`src/rtl/rom_port_arbiter_pkg.sv`:
```
// rtl/rom_port_arbiter_pkg.sv - shared ROM geometry, owner type and address helper
package rom_port_arbiter_pkg;

   // ROM geometry, shared with the ROM instance so both sides agree
   localparam int ROM_AW_DEFAULT    = 8;
   localparam int ROM_DEPTH_DEFAULT = 203;
   localparam int MAX_WAIT_DEFAULT  = 4;

   // Which requester the ROM word arriving next cycle belongs to
   typedef enum logic [1:0] {
      OWN_NONE = 2'd0,
      OWN_IF   = 2'd1,
      OWN_DM   = 2'd2
   } owner_e;

   // Full word index of a byte address; callers slice the ROM bits and
   // use the whole value for range checking
   function automatic logic [31:0] word_index(input logic [31:0] byte_addr);
      return byte_addr >> 2;
   endfunction

endpackage

```
`src/rtl/rom_arb_prio.sv`:
```
// rtl/rom_arb_prio.sv - 2-way IF/DM arbiter with starvation counter; ROM_ARB_RR_EN selects round-robin
module rom_arb_prio
   import rom_port_arbiter_pkg::*;
#(
   parameter int MAX_WAIT = MAX_WAIT_DEFAULT
)
(
   input  logic clk,
   input  logic rst,
   input  logic i_if_req,
   input  logic i_dm_req,
   output logic o_if_gnt,
   output logic o_dm_gnt
);

   localparam int CW = $clog2(MAX_WAIT + 1);

   logic [CW-1:0] r_wait_cnt;
   logic          w_force_if;
   logic          w_if_pref;

   // IF has been denied long enough that it must win this cycle
   assign w_force_if = (r_wait_cnt == CW'(MAX_WAIT));

`ifdef ROM_ARB_RR_EN
   logic r_last_dm;

   // Remember who was served last so the other side is preferred next
   always_ff @(posedge clk) begin
      if (rst) begin
         r_last_dm <= 1'b0;
      end else if (o_dm_gnt) begin
         r_last_dm <= 1'b1;
      end else if (o_if_gnt) begin
         r_last_dm <= 1'b0;
      end
   end

   assign w_if_pref = r_last_dm;
`else
   assign w_if_pref = 1'b0;
`endif

   // Grant decision: DM by default, IF when preferred, alone, or starved
   always_comb begin
      o_if_gnt = 1'b0;
      o_dm_gnt = 1'b0;
      if (!rst) begin
         if (i_if_req && (w_force_if || !i_dm_req || w_if_pref)) begin
            o_if_gnt = 1'b1;
         end else if (i_dm_req) begin
            o_dm_gnt = 1'b1;
         end
      end
   end

   // Count consecutive denied IF cycles, saturating at MAX_WAIT
   always_ff @(posedge clk) begin
      if (rst || !i_if_req || o_if_gnt) begin
         r_wait_cnt <= '0;
      end else if (r_wait_cnt != CW'(MAX_WAIT)) begin
         r_wait_cnt <= r_wait_cnt + CW'(1);
      end
   end

endmodule

```
`src/rtl/rom_port_arbiter.sv`:
```
// rtl/rom_port_arbiter.sv - shares the instruction ROM between IF and DM; ROM_ARB_RR_EN enables round-robin
module rom_port_arbiter
   import rom_port_arbiter_pkg::*;
#(
   parameter int ROM_AW    = ROM_AW_DEFAULT,
   parameter int ROM_DEPTH = ROM_DEPTH_DEFAULT,
   parameter int MAX_WAIT  = MAX_WAIT_DEFAULT
)
(
   input  logic              clk,
   input  logic              rst,
   input  logic              if_req,
   input  logic [31:0]       if_addr,
   input  logic              if_flush,
   output logic              if_gnt,
   output logic              if_rvalid,
   output logic [31:0]       if_rdata,
   input  logic              dm_req,
   input  logic [31:0]       dm_addr,
   output logic              dm_gnt,
   output logic              dm_rvalid,
   output logic [31:0]       dm_rdata,
   output logic              dm_err,
   output logic [ROM_AW-1:0] rom_addr,
   input  logic [31:0]       rom_data
);

   logic [31:0]       w_if_word;
   logic [31:0]       w_dm_word;
   logic              w_dm_oor;
   logic              w_if_gnt;
   logic              w_dm_gnt;
   logic              w_if_valid;
   logic              w_dm_valid;
   logic [31:0]       w_dm_resp_data;
   logic              w_unused_if_bits;
   owner_e            w_owner_nxt;

   owner_e            r_owner;
   logic              r_dm_oor;
   logic [ROM_AW-1:0] r_rom_addr;
   logic [31:0]       r_if_rdata;
   logic [31:0]       r_dm_rdata;

   assign w_if_word = word_index(if_addr);
   assign w_dm_word = word_index(dm_addr);

   // IF out-of-range reads simply return whatever the ROM produces
   assign w_unused_if_bits = ^w_if_word[31:ROM_AW];

   // Any word beyond the populated depth (including nonzero upper bits)
   assign w_dm_oor = (w_dm_word >= 32'(ROM_DEPTH));

   rom_arb_prio #(
      .MAX_WAIT (MAX_WAIT)
   ) u_prio (
      .clk      (clk),
      .rst      (rst),
      .i_if_req (if_req),
      .i_dm_req (dm_req),
      .o_if_gnt (w_if_gnt),
      .o_dm_gnt (w_dm_gnt)
   );

   assign if_gnt = w_if_gnt;
   assign dm_gnt = w_dm_gnt;

   // ROM address follows the winner, otherwise holds the last address issued
   assign rom_addr = rst      ? '0 :
                     w_if_gnt ? w_if_word[ROM_AW-1:0] :
                     w_dm_gnt ? w_dm_word[ROM_AW-1:0] :
                                r_rom_addr;

   // Owner of the response due next cycle
   always_comb begin
      w_owner_nxt = OWN_NONE;
      if (w_if_gnt) begin
         w_owner_nxt = OWN_IF;
      end else if (w_dm_gnt) begin
         w_owner_nxt = OWN_DM;
      end
   end

   // A flush only cancels the response arriving now; a grant in the same
   // cycle is recorded normally and answered next cycle
   assign w_if_valid     = !rst && (r_owner == OWN_IF) && !if_flush;
   assign w_dm_valid     = !rst && (r_owner == OWN_DM);
   assign w_dm_resp_data = r_dm_oor ? 32'h0 : rom_data;

   assign if_rvalid = w_if_valid;
   assign if_rdata  = w_if_valid ? rom_data : r_if_rdata;
   assign dm_rvalid = w_dm_valid;
   assign dm_rdata  = w_dm_valid ? w_dm_resp_data : r_dm_rdata;
   assign dm_err    = w_dm_valid && r_dm_oor;

   // Pipeline the owner and range flag, and keep the last delivered data
   always_ff @(posedge clk) begin
      if (rst) begin
         r_owner    <= OWN_NONE;
         r_dm_oor   <= 1'b0;
         r_rom_addr <= '0;
         r_if_rdata <= 32'h0;
         r_dm_rdata <= 32'h0;
      end else begin
         r_owner    <= w_owner_nxt;
         r_dm_oor   <= w_dm_gnt && w_dm_oor;
         r_rom_addr <= rom_addr;
         if (w_if_valid) begin
            r_if_rdata <= rom_data;
         end
         if (w_dm_valid) begin
            r_dm_rdata <= w_dm_resp_data;
         end
      end
   end

endmodule

```
`config.mk`:
```
export PLATFORM = sky130hd
export DESIGN_NAME = rom_port_arbiter
export DESIGN_NICKNAME = d
export VERILOG_FILES = /design/src/rtl/rom_port_arbiter_pkg.sv /design/src/rtl/rom_arb_prio.sv /design/src/rtl/rom_port_arbiter.sv
export SDC_FILE = /design/constraint.sdc
export NUM_CORES = 1
export LEC_CHECK = 0
export CAP_MARGIN = 30
export CORE_ASPECT_RATIO = 1.5
export CORE_MARGIN = 2
export CORE_UTILIZATION = 25
export DETAILED_ROUTE_END_ITERATION = 8
export PLACE_DENSITY_LB_ADDON = 0.1
export SYNTH_ARGS = -nofsm -noshare
export SYNTH_HDL_FRONTEND = slang
export SYNTH_SLANG_ARGS = --single-unit
```
`constraint.sdc`:
```
create_clock -name clk -period 2.1 [get_ports clk]
set_input_delay 0.42 -clock clk [delete_from_list [all_inputs] [get_ports clk]]
set_output_delay 0.42 -clock clk [all_outputs]
set_load 0.02 [all_outputs]
```
---- Word level (Yosys, flattened, before mapping) ----
Index checks and enable logic that the tools add are counted.
storage, ports and cells
  output and inout port bits .............. 77
  word-level logic and storage cells ...... 40
  register bits ........................... 78
  input port bits ......................... 101
operators by class
  $add $sub $neg .......................... 1
  reductions and logical operators ........ 14
  order comparisons ....................... 1
  multiplexer cells ....................... 13
  equal/unequal tests ..................... 4
operators by type and width
  cell                   number
  $mux W32               3
  $ge A30 B8 Y1 const B  1
  $mux W8                3
  $logic_and A1 B1 Y1    6
  $mux W1                6
  $logic_not A1 Y1       4
  $add A3 B1 Y3 const B  1
  $eq A3 B3 Y1 const B   1
  $logic_or A1 B1 Y1     3
  $ne A3 B3 Y1 const B   1
  $eq A2 B1 Y1 const B   1
  $eq A2 B2 Y1 const B   1
  $mux W2                1
  $reduce_or A2 Y1       1

---- Logic depth before layout (Yosys ltp) ----
Gate-level depths: netlist of the first run.
  depth in word-level cells ............... 8
  mapped depth ............................ 7
  depth with buffers taken out ............ 6

---- Hierarchy ----
A second synthesis of the first run with hierarchy kept.
unflattened totals
  cell total of the unflattened synthesis .. 362
  area total of the unflattened synthesis .. 3483.3 um2
modules (own cells, without submodules)
  module            instances  cells an instance  area an instance (um2)
  rom_port_arbiter  1          343                3310.7
  rom_arb_prio      1          19                 172.7

---- Least setup slack after synthesis of the first run ----
Ideal clock, no wire load.
  path kind ............................... register to output
  from .................................... register u_prio.r_wait_cnt[0]
  to ...................................... output port rom_addr[6]
  required time ........................... 1.680 ns
  cell stages (with the launch flop) ...... 8
  arrival ................................. 1.799 ns
  slack ................................... -0.119 ns
  buffers on the path ..................... 1
  path through ............................ dfxtp_1 inv_1 ha_1 a21bo_2 nand2_1 buf_2 nor2_1 a211oi_1
between the ends
  cells in the longest elaborated chain, start to end .. 8
  elaborated cells on any way between the ends .. 10
  classes of those cells .................. eq/ne (1); mux (7); reduce/logical (2)
RTL lines
  item                     line                    RTL
  start, declared          rom_arb_prio.sv:18      logic [CW-1:0] r_wait_cnt;
  start signal, assigned   rom_arb_prio.sv:62      r_wait_cnt <= r_wait_cnt + CW'(1);
  $eq A3 B3 Y1 (*)         rom_arb_prio.sv:23      assign w_force_if = (r_wait_cnt == CW'(MAX_WAIT));
  $logic_or A1 B1 Y1 (*)   rom_arb_prio.sv:49      if (i_if_req && (w_force_if || !i_dm_req || w_if_pref)) begin
  $logic_and A1 B1 Y1 (*)  rom_arb_prio.sv:49
  $mux W1                  rom_arb_prio.sv:49
  $mux W1                  rom_arb_prio.sv:48      if (!rst) begin
  $mux W8                  rom_port_arbiter.sv:71  w_dm_gnt ? w_dm_word[ROM_AW-1:0] :
  $mux W8 (*)              rom_port_arbiter.sv:70  w_if_gnt ? w_if_word[ROM_AW-1:0] :
  $mux W8 (*)              rom_port_arbiter.sv:69  assign rom_addr = rst ? '0 :
  end, declared            rom_port_arbiter.sv:24  output logic [ROM_AW-1:0] rom_addr,
Every way passes the cells marked *; elsewhere a longest branch is shown, timed or not.

---- Final worst setup path of the first run ----
  from .................................... input port if_flush
  to ...................................... output port if_rdata[31]
between the ends
  cells in the longest elaborated chain, start to end .. 3
RTL lines
  item                 line                    RTL
  start, declared      rom_port_arbiter.sv:14  input logic if_flush,
  $logic_not A1 Y1     rom_port_arbiter.sv:86  assign w_if_valid = !rst && (r_owner == OWN_IF) && !if_flush;
  $logic_and A1 B1 Y1  rom_port_arbiter.sv:86
  $mux W32             -
  end, declared        rom_port_arbiter.sv:17  output logic [31:0] if_rdata,
Every way passes these cells.

==> results of run 1 <==
metal layers:
metal	routed length (µm)	part of all wire [%]	global-route usage [%]
met1	4772	42	18.13
met2	6011	52	24.86
met3	518	4.5	3.399
met4	156	1.4	5.753
met5	0	0	0
logic make-up (layout without fill, tap and decap cells):
logic type                 after synthesis  count (layout)  share of synthesized area (%)
buffers and inverters                   29             220                          4.339
muxes                                   41              41                          13.35
DFF                                     78              78                          46.29
AOI/OAI and AO/OA                       53              53                          10.05
adders and majority gates                2               2                         0.7417
and+or+nand+nor                        157             157                          25.22
power by group through the flow:
stage	logic [mW]	registers (mW)	clock network (mW)
floorplan	0.247	1.56	0
global placement	0.573	1.56	0
detailed placement	0.576	1.56	0
CTS	0.615	1.53	2.02
global route	0.749	1.53	2.07
finish	0.700	1.53	1.95
path summary, 6_finish.rpt:
path                         from                   end  cells past startpoint
max                      if_flush          if_rdata[31]                      7
min          u_prio.r_wait_cnt[0]  u_prio.r_wait_cnt[0]                      2
max reg2reg            r_owner[1]        r_dm_rdata[12]                      6
min reg2reg  u_prio.r_wait_cnt[0]  u_prio.r_wait_cnt[0]                      2
worst register-to-register path: cells and delay by family, from the launching register on:
family / cells / cell delay (ns)
and+or+nand+nor: 3 / 0.70
buffers and inverters: 2 / 0.37
DFF: 1 / 0.35
AOI/OAI and AO/OA: 1 / 0.05
metrics by stage:
stage / worst slack, ns / utilization, % / TNS [ns] / cells / cell area [µm²]
2_1_floorplan: 0.06002 / - / 0 / 360 / 3378
3_3_place_gp: -0.6821 / 39.05 / -41.31 / 675 / 5209
3_5_place_dp: -0.7025 / 39.05 / -42.66 / 675 / 5209
4_1_cts: -0.1712 / 43.60 / -4.104 / 702 / 5816
5_1_grt: -0.2054 / 47.48 / -9.453 / 713 / 6332
6_report: -0.1358 / 47.48 / -4.532 / 713 / 6332
timing repair:
action / CTS / global route
cloned: 3 / 7
pin swaps: 12 / 5
resized for setup: 464 / 96
endpoints found under the setup margin: 77 / 75
setup buffers: 8 / 4
cell type report:
cell class / count / area (µm²) / area share, %
Tap cell: 162 / 202.7 / 3.201
Clock inverter: 6 / 132.6 / 2.094
Timing Repair Buffer: 200 / 2107 / 33.27
Clock buffer: 10 / 239.0 / 3.774
Multi-Input combinational cell: 253 / 2069 / 32.68
Inverter: 4 / 15.01 / 0.2371
Sequential cell: 78 / 1567 / 24.74
sequential cells by signal, summed over array words and instances, names as in the netlist:
name,count
r_dm_oor,1
r_owner,2
r_rom_addr,8
u_prio.r_wait_cnt,3
r_dm_rdata,32
r_if_rdata,32
cells in the final DEF, fill, tap and decap left out, types with 3 or more instances in the layout:
master,netlist,layout
nor2_2,0,3
a211oi_1,16,8
nand2_2,0,8
o21ai_2,6,23
buf_2,6,14
buf_12,0,8
bufinv_16,0,4
nor2b_1,36,36
mux2_2,29,9
nor2_4,0,6
dfxtp_1,78,74
clkdlybuf4s50_1,0,71
nand2_1,65,54
nand2_4,0,3
nor4_1,5,5
clkbuf_16,0,14
mux2_4,0,23
nor2_1,13,4
and2b_1,29,29
a211oi_2,0,7
buf_6,4,59
o21ai_4,0,8
buf_8,0,4
dfxtp_2,0,4
buf_4,0,36
mux2i_1,9,9
==> reports/metrics.cfg, run 1 <==
[status]
status = finished, violations left
violations = negative setup slack

[sta]
final.period_utilization_pct = 106.5
final_hold_viol_count = 0
setup_violations = 67
maxSlewViolCount = 0
period_needed_ns = 2.236
finClkSkew_ns = 0.007550
fin_hold_ws_ns = 0.5246
worstMarginPinSlew_ns = 0.4970
worst_slack_ns = -0.1358
rsz0062_at_grt = true
slew_headroom_pct = 66.87
max_freq_mhz = 447.3

[routing]
drc = 0
dr.pass1.iters = 4
routed_wl_um = 11460
drtIter0Drc = 63
routedWlPerCell_um = 16.07
detail-route-antenna-nets = 0
vias = 3190
viasPerCell = 4.474

[die]
row_count = 52
dieWidth_um = 98.85
start_util_pct = 25.29
ios = 178
core-area_um2 = 13340
die_area_um2 = 14460
die_h_um = 146.3

[clock_tree]
htreeDepth = 3
cts_buffers = 9
clockBufferDepth = 2
clk_latency_ns = 0.34
cts_tree = built
hold_buffers = 0
cts_root_buffer = clkbuf_16
cts_sinks = 78
clk_pin_slew_ns = 0.06

[critical_path]
crit_path_end_kind = output port
cp_slowest_cell = mux2_4
worstSetupStartpointType = primary input
cp.required_ns = 1.68
cp_cell_sequence = clkdlybuf4s15_1 -> nor4b_4 -> buf_4 -> buf_6 -> buf_12 -> mux2_4 -> buf_6
path_delay_family = buffers and inverters
crit_type = primary input to output port
crit_buf_inv = 5
arrival_ns = 1.82
crit_top_cell = buf_6
critPathMaxStageDelay_ns = 0.33
r2r_slack_ns = 0.50
worstPathMaxFanout = 8

[finish]
area_growth_pct = 87.72
n_antenna_cell = 0
final_nets = 649
layout-drive-gt1-share_pct = 44.28
fillCellCount = 1292

[min_path]
hp-class = flip-flop to flip-flop

[yosys]
synth_ff_type = dfxtp_1
synth-seq-cells = 78
synth_top_area_share_pct = 46.29
synthDistinctLibCells = 29
avgSynthCellArea_um2 = 9.370
netlist_area_um2 = 3373
synth_common_cells = dfxtp_1 (78), nand2_1 (65), nor2b_1 (36)
yosys.cell_count.top_type = dfxtp_1
yosys_warnings = 0
synth_area_leader_cell = dfxtp_1
synth_cells = 360
synth_edf_count = 0
async_reset_ff_share_pct = 0
yosysSeqAreaShare_pct = 46.29
synthTopCellsByArea = dfxtp_1 (46%), mux2_2 (9.7%), nand2_1 (7.2%), nor2b_1 (6.7%), and2b_1 (6.5%)
synth_fp_nets = 463

[grt]
grt_pass1_vias = 3171
track_usage_pct = 14.78
grt-ovfl-total = 0
grt_max_degree = 46
grt_pass1_wl_um = 16840
antenna_found_initial = 0

[power]
power.leakage_nw = 2.819
ir_worst_vdd_uv = 391.7
p_per_area_nw_per_um2 = 660.5
p_int_mw = 3.210
power_frac_clock_pct = 46.7
power_frac_seq_pct = 36.6
p_total_mw = 4.183
p_sw_uw = 973.0
switching_share_pct = 23.26
p_comb_share_pct = 16.7

[run]
max_cap_violations = 0

[place]
gp_congestion = 0.7289
io_buffers = 151
dp_hpwl_um = 6936

(Power assumes the default switching activity.)
==> run 2, diff against run 1 <==
--- a/config.mk
+++ b/config.mk
@@ -13,4 +13,5 @@
 export PLACE_DENSITY_LB_ADDON = 0.1
 export SYNTH_ARGS = -nofsm -noshare
 export SYNTH_HDL_FRONTEND = slang
+export SYNTH_HIERARCHICAL = 1
 export SYNTH_SLANG_ARGS = --single-unit
==> run 2 against run 1 <==
Compared with the run above: the flow still finishes with violations (negative setup slack); synthesized area up 3.3%; synthesized cell count up 0.56%; die area up 3.1%; clock power down 22%; clock-buffer cell count up 2; sequential share of layout area down 2.1 points; critical path type is now flip-flop to output port; register-to-register slack worse by 0.61 ns.
==> reports/metrics.cfg, run 2 <==
[routing]
routed_wl_um = 12160  ; +6.1%
drtIter0Drc = 73  ; +16%
detail-route-antenna-nets = 0  ; unchanged
viasPerCell = 4.410  ; -1.4%
vias = 3475  ; +8.9%
routedWlPerCell_um = 15.43  ; -4.0%
dr.pass1.iters = 4  ; unchanged
drc = 0  ; unchanged

[yosys]
synth_ff_type = dfxtp_1
async_reset_ff_share_pct = 0  ; unchanged
synth_edf_count = 0  ; unchanged
yosysSeqAreaShare_pct = 44.83  ; -1.5 points
yosys.cell_count.top_type = dfxtp_1
yosys_warnings = 6  ; +6
synth-seq-cells = 78  ; unchanged
netlist_area_um2 = 3483  ; +3.3%
synthDistinctLibCells = 31  ; +6.9%
synth_fp_nets = 465  ; +0.43%
synth_cells = 362  ; +0.56%
synth_area_leader_cell = dfxtp_1
synth_common_cells = dfxtp_1 (78), nand2_1 (66), a21oi_1 (33), and2_1 (33), nand3b_1 (32)
synthTopCellsByArea = dfxtp_1 (45%), mux2_4 (13%), nand2_1 (7.1%), nand3b_1 (6.9%), and2_1 (5.9%)
synth_top_area_share_pct = 44.83  ; -1.5 points
avgSynthCellArea_um2 = 9.622  ; +2.7%

[die]
die_area_um2 = 14910  ; +3.1%
die_h_um = 148.6  ; +1.6%
start_util_pct = 25.74  ; +0.45 points
row_count = 52  ; unchanged
core-area_um2 = 13530  ; +1.5%
ios = 178  ; unchanged
dieWidth_um = 100.4  ; +1.6%

[sta]
period_needed_ns = 2.408  ; +0.1722 ns
slew_headroom_pct = 71.92  ; +5.1 points
worst_slack_ns = -0.3081  ; -0.1722 ns
max_freq_mhz = 415.3  ; -7.2%
maxSlewViolCount = 0  ; unchanged
finClkSkew_ns = 0.005127  ; -0.002423 ns
rsz0062_at_grt = true
final_hold_viol_count = 0  ; unchanged
worstMarginPinSlew_ns = 0.4213  ; -0.07577 ns
setup_violations = 66  ; -1.5%
final.period_utilization_pct = 114.7  ; +8.2 points

[critical_path]
worstSetupStartpointType = flip-flop
cp-endpoint = rom_addr[7]
r2r_cells = 14  ; +8
crit_path_end_kind = output port
crit_type = flip-flop to output port
r2r_end = r_rom_addr[1]
arrival_ns = 1.99  ; +0.17 ns
critPathMaxStageDelay_ns = 0.33  ; about the same
path_delay_family = multiplexers
crit_start = u_prio/r_wait_cnt[1]
cp.required_ns = 1.68  ; about the same
r2r-start = u_prio/r_wait_cnt[1]
cp_num_cells = 8  ; +1
cp_slowest_cell = dfxtp_2
crit_buf_inv = 3  ; -2
worstPathMaxFanout = 5  ; -3
cp_cell_sequence = inv_2 -> ha_4 -> a31oi_4 -> clkbuf_16 -> mux2_4 -> mux2i_4 -> nor2_2 -> buf_6
r2r_slack_ns = -0.11  ; -0.61 ns

[place]
io_buffers = 151  ; unchanged
dp_slack_ns = -0.7837  ; -0.08124 ns
dp_hpwl_um = 7754  ; +12%
gp_congestion = 0.7120  ; -2.3%
dp.cells = 713  ; +5.6%

[grt]
track_usage_pct = 15.52  ; +0.74 points
antenna_found_initial = 0  ; unchanged
grt-ovfl-total = 0  ; unchanged
grt_max_degree = 36  ; -22%
grt_pass1_vias = 3508  ; +11%
grt_pass1_wl_um = 17820  ; +5.8%

[clock_tree]
cts_tree = built
clk_pin_slew_ns = 0.06  ; about the same
cts_buffers = 9  ; unchanged
cts_root_buffer = clkbuf_16
cts_sinks = 78  ; unchanged
clk_latency_ns = 0.33  ; about the same
htreeDepth = 3  ; unchanged
clockBufferDepth = 2  ; unchanged

[finish]
largestRegisters = r_dm_rdata x32, r_if_rdata x32, r_rom_addr x8
area_growth_pct = 98.28
final_nets = 724  ; +12%
layout-drive-gt1-share_pct = 47.12  ; +2.8 points
post-route-util_pct = 51.04  ; +3.6 points
final_common_cell = buf_4
n_antenna_cell = 0  ; unchanged
mostFrequentLayoutCells = buf_4 (91), buf_6 (82), dfxtp_1 (74)
post_layout_nonfiller_instances = 788  ; +11%

[status]
violations = negative setup slack
status = finished, violations left

[min_path]
hp-class = flip-flop to flip-flop

[run]
max_cap_violations = 0  ; unchanged

[power]
ir_worst_vdd_uv = 328.1  ; -16%
power.leakage_nw = 3.043  ; +7.9%
p_per_area_nw_per_um2 = 537.2  ; -19%

-- run 2: cell type report --
cell class	count	area [µm²]
multi-input combinational	254	2012
clock inverter	4	47.55
timing repair buffer	272	2814
sequential	78	1567
tap	162	202.7
clock buffer	12	236.5
inverter	6	27.53
fill	1259	6626
-- run 2: worst min-delay path by stage --
| stage | startpoint | cells after the start | to |
|---|---|---|---|
| 6_report | r_dm_rdata[29] | 2 | r_dm_rdata[29] |
| 5_1_grt | r_dm_rdata[29] | 2 | r_dm_rdata[29] |
| 4_1_cts | r_dm_rdata[2] | 2 | r_dm_rdata[2] |
| 3_5_place_dp | r_dm_rdata[2] | 2 | r_dm_rdata[2] |
| 3_3_place_gp | r_dm_rdata[16] | 2 | r_dm_rdata[16] |
| 2_1_floorplan | u_prio/r_wait_cnt[0] | 1 | u_prio/r_wait_cnt[0] |
-- run 2: what timing repair did --
| action | CTS | global route |
|---|---|---|
| buffers inserted | 42 | 16 |
| endpoints found under the setup margin | 77 | 79 |
| gates resized for setup | 482 | 68 |
| hold buffers | 0 | 0 |
| pin swaps | 25 | 24 |
| cloned | 4 | 4 |
-- run 2: report_power, final --
| part | switching (mW) | total [mW] | internal (mW) |
|---|---|---|---|
| combinational | 0.266 | 0.674 | 0.408 |
| sequential | 0.00882 | 1.52 | 1.51 |
| clock | 0.601 | 1.52 | 0.918 |
-- run 2: kinds of logic (layout without fill, tap and decap cells) --
family,after synthesis,after routing,share of synthesized area [%]
mux,48,48,18.36
simple gates,166,166,25.57
compound gates,38,38,6.071
buf+inv,30,294,4.454
flops,78,78,44.83
fa+ha+maj,2,2,0.7183
-- run 2: per-layer routing --
layer	vias up	track usage (%)	share of wire (%)
li1	1737	-	-
met1	1650	16.61	37
met2	74	29.30	57
met3	14	3.148	3.8
met4	0	5.890	1.9
met5	-	0	0
-- run 2: worst reg2reg max path: stages (launching register included) --
cell	delay (ns)
dfxtp_2	0.33
inv_2	0.04
ha_4	0.16
buf_4	0.13
a21bo_2	0.21
nor2b_4	0.14
clkbuf_16	0.17
mux2i_4	0.19
buf_4	0.13
buf_4	0.12
buf_4	0.12
buf_4	0.11
buf_4	0.12
buf_4	0.12
nor2_1	0.06
-- run 2: stage by stage --
step           hold WS [ns]  setup TNS (ns)  power (mW)  instance area, µm²
2_1_floorplan        0.4276               0       1.750                3535
3_3_place_gp         0.4488          -41.02       2.061                5678
5_1_grt              0.4757          -12.93       3.878                6907
3_5_place_dp         0.4558          -41.06       2.063                5678
4_1_cts              0.4637          -11.20       3.703                6590
6_report             0.4553          -7.286       3.710                6907
==> run 3, diff against run 2 <==
--- a/config.mk
+++ b/config.mk
@@ -8,9 +8,10 @@
 export CAP_MARGIN = 30
 export CORE_ASPECT_RATIO = 1.5
 export CORE_MARGIN = 2
-export CORE_UTILIZATION = 25
+export CORE_UTILIZATION = 30
 export DETAILED_ROUTE_END_ITERATION = 8
 export PLACE_DENSITY_LB_ADDON = 0.1
+export SLEW_MARGIN = 30
 export SYNTH_ARGS = -nofsm -noshare
 export SYNTH_HDL_FRONTEND = slang
 export SYNTH_HIERARCHICAL = 1
==> run 3 against run 2 <==
Compared with the run above: the flow still finishes with violations (negative setup slack); routed wire length fell by 2.5%; critical path depth did not move; core utilization rose by 10 points; fmax rose by 0.57%; first-iteration DRC count rose by 8.2%; register-to-register slack got worse by 0.16 ns; sequential power barely moved; clock power barely moved; non-clock buffer count fell by 1; cell count fell by 1.6%; critical path type unchanged; largest cell class unchanged.
==> reports/metrics.cfg, run 3 (synthesis gave the netlist of run 2 again) <==
[status]
status = finished, violations left
violations = negative setup slack

[sta]
period_needed_ns = 2.394  ; -0.01361 ns
final_hold_viol_count = 0  ; unchanged
setup_violations = 63  ; -4.5%
finClkSkew_ns = 0.005639  ; +0.0005121 ns
worstMarginPinSlew_ns = 0.2660  ; -0.1552 ns
rsz0062_at_grt = true
max_freq_mhz = 417.6  ; +0.57%
slew_headroom_pct = 82.19  ; +10 points
worst_slack_ns = -0.2944  ; +0.01361 ns
final.period_utilization_pct = 114.0  ; -0.65 points
maxSlewViolCount = 0  ; unchanged

[die]
core-area_um2 = 11410  ; -16%
die_area_um2 = 12510  ; -16%
die_h_um = 136.0  ; -8.5%
start_util_pct = 30.53  ; +4.8 points
ios = 178  ; unchanged
dieWidth_um = 91.98  ; -8.4%
row_count = 48  ; -7.7%

[clock_tree]
cts_tree = built
clockBufferDepth = 2  ; unchanged
clk_latency_ns = 0.34  ; about the same
cts_root_buffer = clkbuf_16
htreeDepth = 3  ; unchanged
cts_sinks = 78  ; unchanged
hold_buffers = 0  ; unchanged
cts_buffers = 9  ; unchanged
clk_pin_slew_ns = 0.06  ; about the same

[finish]
n_antenna_cell = 0  ; unchanged
final_nets = 723  ; -0.14%
fillCellCount = 979  ; -22%
post_layout_nonfiller_instances = 775  ; -1.6%
largestRegisters = r_dm_rdata x32, r_if_rdata x32, r_rom_addr x8
final_cell_area_um2 = 6989  ; +1.2%
layout-drive-gt1-share_pct = 49.44  ; +2.3 points
area_growth_pct = 100.6
mostFrequentLayoutCells = buf_6 (87), buf_4 (84), dfxtp_1 (75)
final_common_cell = buf_6

[critical_path]
r2r_slack_ns = -0.27  ; -0.16 ns
cp_cell_sequence = inv_2 -> ha_4 -> a31oi_4 -> clkbuf_16 -> mux2_4 -> mux2i_4 -> nor2_2 -> buf_6
critPathMaxStageDelay_ns = 0.34  ; about the same
cp_slowest_cell = dfxtp_2
crit_buf_inv = 3  ; unchanged
crit_path_end_kind = output port
worstSetupStartpointType = flip-flop
worstPathMaxFanout = 4  ; -1
arrival_ns = 1.97  ; -0.02 ns
crit_type = flip-flop to output port
cp.required_ns = 1.68  ; about the same
path_delay_family = multiplexers

[place]
io_buffers = 151  ; unchanged
placed_area_um2 = 5640  ; -0.66%
gp_congestion = 0.7552  ; +6.1%
dp.cells = 703  ; -1.4%
dp_hpwl_um = 7390  ; -4.7%
dp_slack_ns = -0.7865  ; -0.002716 ns

[grt]
grt_pass1_vias = 3628  ; +3.4%
grt-ovfl-total = 0  ; unchanged
grt_max_degree = 34  ; -5.6%
antenna_found_initial = 0  ; unchanged
track_usage_pct = 18.17  ; +2.6 points
grt_pass1_wl_um = 17760  ; -0.31%

[routing]
drtIter0Drc = 79  ; +8.2%
routed_wl_um = 11850  ; -2.5%
detail-route-antenna-nets = 0  ; unchanged
routedWlPerCell_um = 15.29  ; -0.87%
drc = 0  ; unchanged
viasPerCell = 4.559  ; +3.4%
dr.pass1.iters = 4  ; unchanged
vias = 3533  ; +1.7%

[power]
power.leakage_nw = 3.060  ; +0.56%
ir_worst_vdd_uv = 397.2  ; +21%
p_per_area_nw_per_um2 = 528.6  ; -1.6%

[run]
max_cap_violations = 0  ; unchanged

[min_path]
hp-class = primary input to flip-flop

run 3: cell types whose count changed in the layout (fill, tap and decap cells not counted), sizes merged:
cell           before  now
clkdlybuf4s15       1    0
dlygate4sd2         2    3
clkbuf             19   20
buf               192  191
bufinv              1    0
run 3: metal layers:
metal | wire, µm | global-route usage, % | up-vias
li1 | - | - | 1736
met1 | 4574 | 19.79 | 1707
met2 | 6613 | 33.99 | 78
met3 | 463 | 4.268 | 12
met4 | 200 | 6.551 | 0
met5 | 0 | 0 | -
run 3: cell type report:
type	instances	area, µm²	share of cell area [%]
clock inverters	3	17.52	0.2506
repair buffers	271	2838	40.60
clock buffers	13	270.3	3.867
inverters	6	27.53	0.3938
flip-flops and latches	78	1565	22.40
well taps	150	187.7	2.685
multi-input cells	254	2083	29.81
run 3: timing repair:
action                     CTS  global route
resized for setup          503            70
pin swaps                   30            33
gates cloned                 4             5
buffers inserted            33            18
setup endpoints to repair   77            79
run 3: where the power goes:
group	switching [mW]	internal (mW)	total [mW]	leakage [nW]
Combinational	0.269	0.416	0.685	2.29
Clock	0.597	0.893	1.49	0.142
Sequential	0.0107	1.51	1.52	0.632
Total	0.877	2.82	3.69	3.06
run 3: worst reg2reg max path: stages (launching register included):
cell,delay [ns]
dfxtp_2,0.34
inv_2,0.05
ha_4,0.16
a31oi_4,0.24
clkbuf_16,0.20
mux2_4,0.31
mux2i_4,0.16
buf_4,0.14
buf_6,0.08
buf_6,0.08
buf_6,0.08
buf_6,0.08
buf_6,0.08
buf_6,0.08
buf_6,0.08
buf_6,0.07
nor2_1,0.03
run 3: worst paths after layout:
check	start	end	cells past startpoint
max	u_prio/r_wait_cnt[1]	rom_addr[7]	8
max reg2reg	u_prio/r_wait_cnt[1]	r_rom_addr[7]	16
min	rst	r_owner[1]	3
min reg2reg	r_dm_rdata[17]	r_dm_rdata[17]	2
run 3: through the flow:
step | utilization (%) | hold slack, ns | total power, mW | setup TNS [ns]
floorplan | - | 0.4276 | 1.750 | 0
global placement | 49.43 | 0.4465 | 2.060 | -43.53
detailed placement | 49.43 | 0.4530 | 2.066 | -44.25
CTS | 57.65 | 0.4145 | 3.689 | -8.651
global route | 61.25 | 0.4287 | 3.861 | -11.16
finish | 61.25 | 0.4235 | 3.694 | -7.052
==> edit: new RTL, settings of run 3 <==
`r_rom_addr` no longer has a reset.
--- a/src/rtl/rom_port_arbiter.sv
+++ b/src/rtl/rom_port_arbiter.sv
@@ -98,13 +98,11 @@
       if (rst) begin
          r_owner    <= OWN_NONE;
          r_dm_oor   <= 1'b0;
-         r_rom_addr <= '0;
          r_if_rdata <= 32'h0;
          r_dm_rdata <= 32'h0;
       end else begin
          r_owner    <= w_owner_nxt;
          r_dm_oor   <= w_dm_gnt && w_dm_oor;
-         r_rom_addr <= rom_addr;
          if (w_if_valid) begin
             r_if_rdata <= rom_data;
          end
@@ -114,5 +112,9 @@
       end
    end
 
+   always_ff @(posedge clk) begin
+      r_rom_addr <= rom_addr;
+   end
+
 endmodule
 
Behaviour: unchanged (equiv_simple and equiv_induct, registers matched by name and starting in step).
==> edit against run 3 <==
- the flow still finishes with violations (negative setup slack)
- total power decreased by 3.1%
- count of clock-buffer cells in the layout is 4 lower
- non-clock buffer count down 10
- register-to-register slack improved by 0.62 ns
- worst setup slack improved by 0.061 ns
- final area decreased by 6.4%
- combinational power is 17% lower
- sequential cell count did not move
- synthesized area down 0.97%
- clock power hardly changed
- wire length decreased by 7.9%
- critical path type unchanged
- largest cell class unchanged
- largest power group unchanged
==> edit: results (changes against run 3) <==
Hold path
  • Worst Hold End: r_dm_rdata[5]

Global route
  • First-pass GRT wire length: 16.3 mm (-8.0%)
  • Vias in the first global route: 3,234 (-11%)

Layout
  • Non-filler cells, final: 755 (-2.6%)
  • Fin nets: 705 (-2.5%)

STA
  • Rel. slew slack: 73.8% (-8.4 points)
  • Final setup fails: 55 (-13%)
  • Final worst setup slack: -0.233 ns (+0.0612 ns)
  • Fin Setup TNS: -4.56 ns (+2.49 ns)

Status
  • Violated checks: negative setup slack
  • Status: finished with violations

Logic synthesis
  • Seq/Total Area, Yosys: 45.3% (+0.44 points)
  • Synthesized net count: 456 (-1.9%)
  • Cells after Synth: 353 (-2.5%)

Setup path
  • CP Max Fanout: 5 (+1)
  • Worst flop-to-flop path endpoint: r_rom_addr[3]
  • R2R setup slack: 0.35 ns (+0.62 ns)
  • Worst Setup EP: rom_addr[6]
  • Worst EP arrival: 1.91 ns (-0.06 ns)
  • Worst R2R Path Depth: 9 (-7)

Route
  • Via-to-Cell Ratio: 4.46 (-2.2%)
  • WL final: 10.9 mm (-7.9%)

CTS
  • # Post-CTS Setup Buffers: 11 (-67%)

Placed design
  • Area post-placement: 5600 um2 (-0.67%)
  • Pre-CTS setup slack: -0.728 ns (+0.0583 ns)

Power and ir drop
  • Switching Fraction: 23.3% (-0.48 points)
==> edit: cells by family after synthesis <==
family                   after synthesis  share of synthesized area, %
flip-flops                            78                          45.3
AO/OA/AOI/OAI                         38                          6.13
buffers and inverters                 29                          4.39
multiplexers                          48                          18.5
adder cells (fa/ha/maj)                2                         0.725
AND/OR/NAND/NOR                      158                          25.0
==> edit: worst max-delay path: stages (launching register included) <==
cell	delay, ns
dfxtp_2	0.33
inv_2	0.04
ha_4	0.16
a31oi_4	0.20
buf_6	0.16
mux2_4	0.30
mux2i_2	0.18
nor2_2	0.07
buf_6	0.13
==> edit: area by class of cell <==
class	instances	area [um2]
fillers	1008	4810
repair buffers	261	2620
multi-input cells	246	1860
flip-flops and latches	78	1570
clock buffers	9	225
well taps	150	188
clock inverters	5	52.6
inverters	6	30.0
==> edit: metal layers <==
layer | wire (um) | GRT usage (%)
met1 | 4360 | 19.4
met2 | 5960 | 30.1
met3 | 430 | 4.34
met4 | 168 | 6.31
met5 | 0 | 0
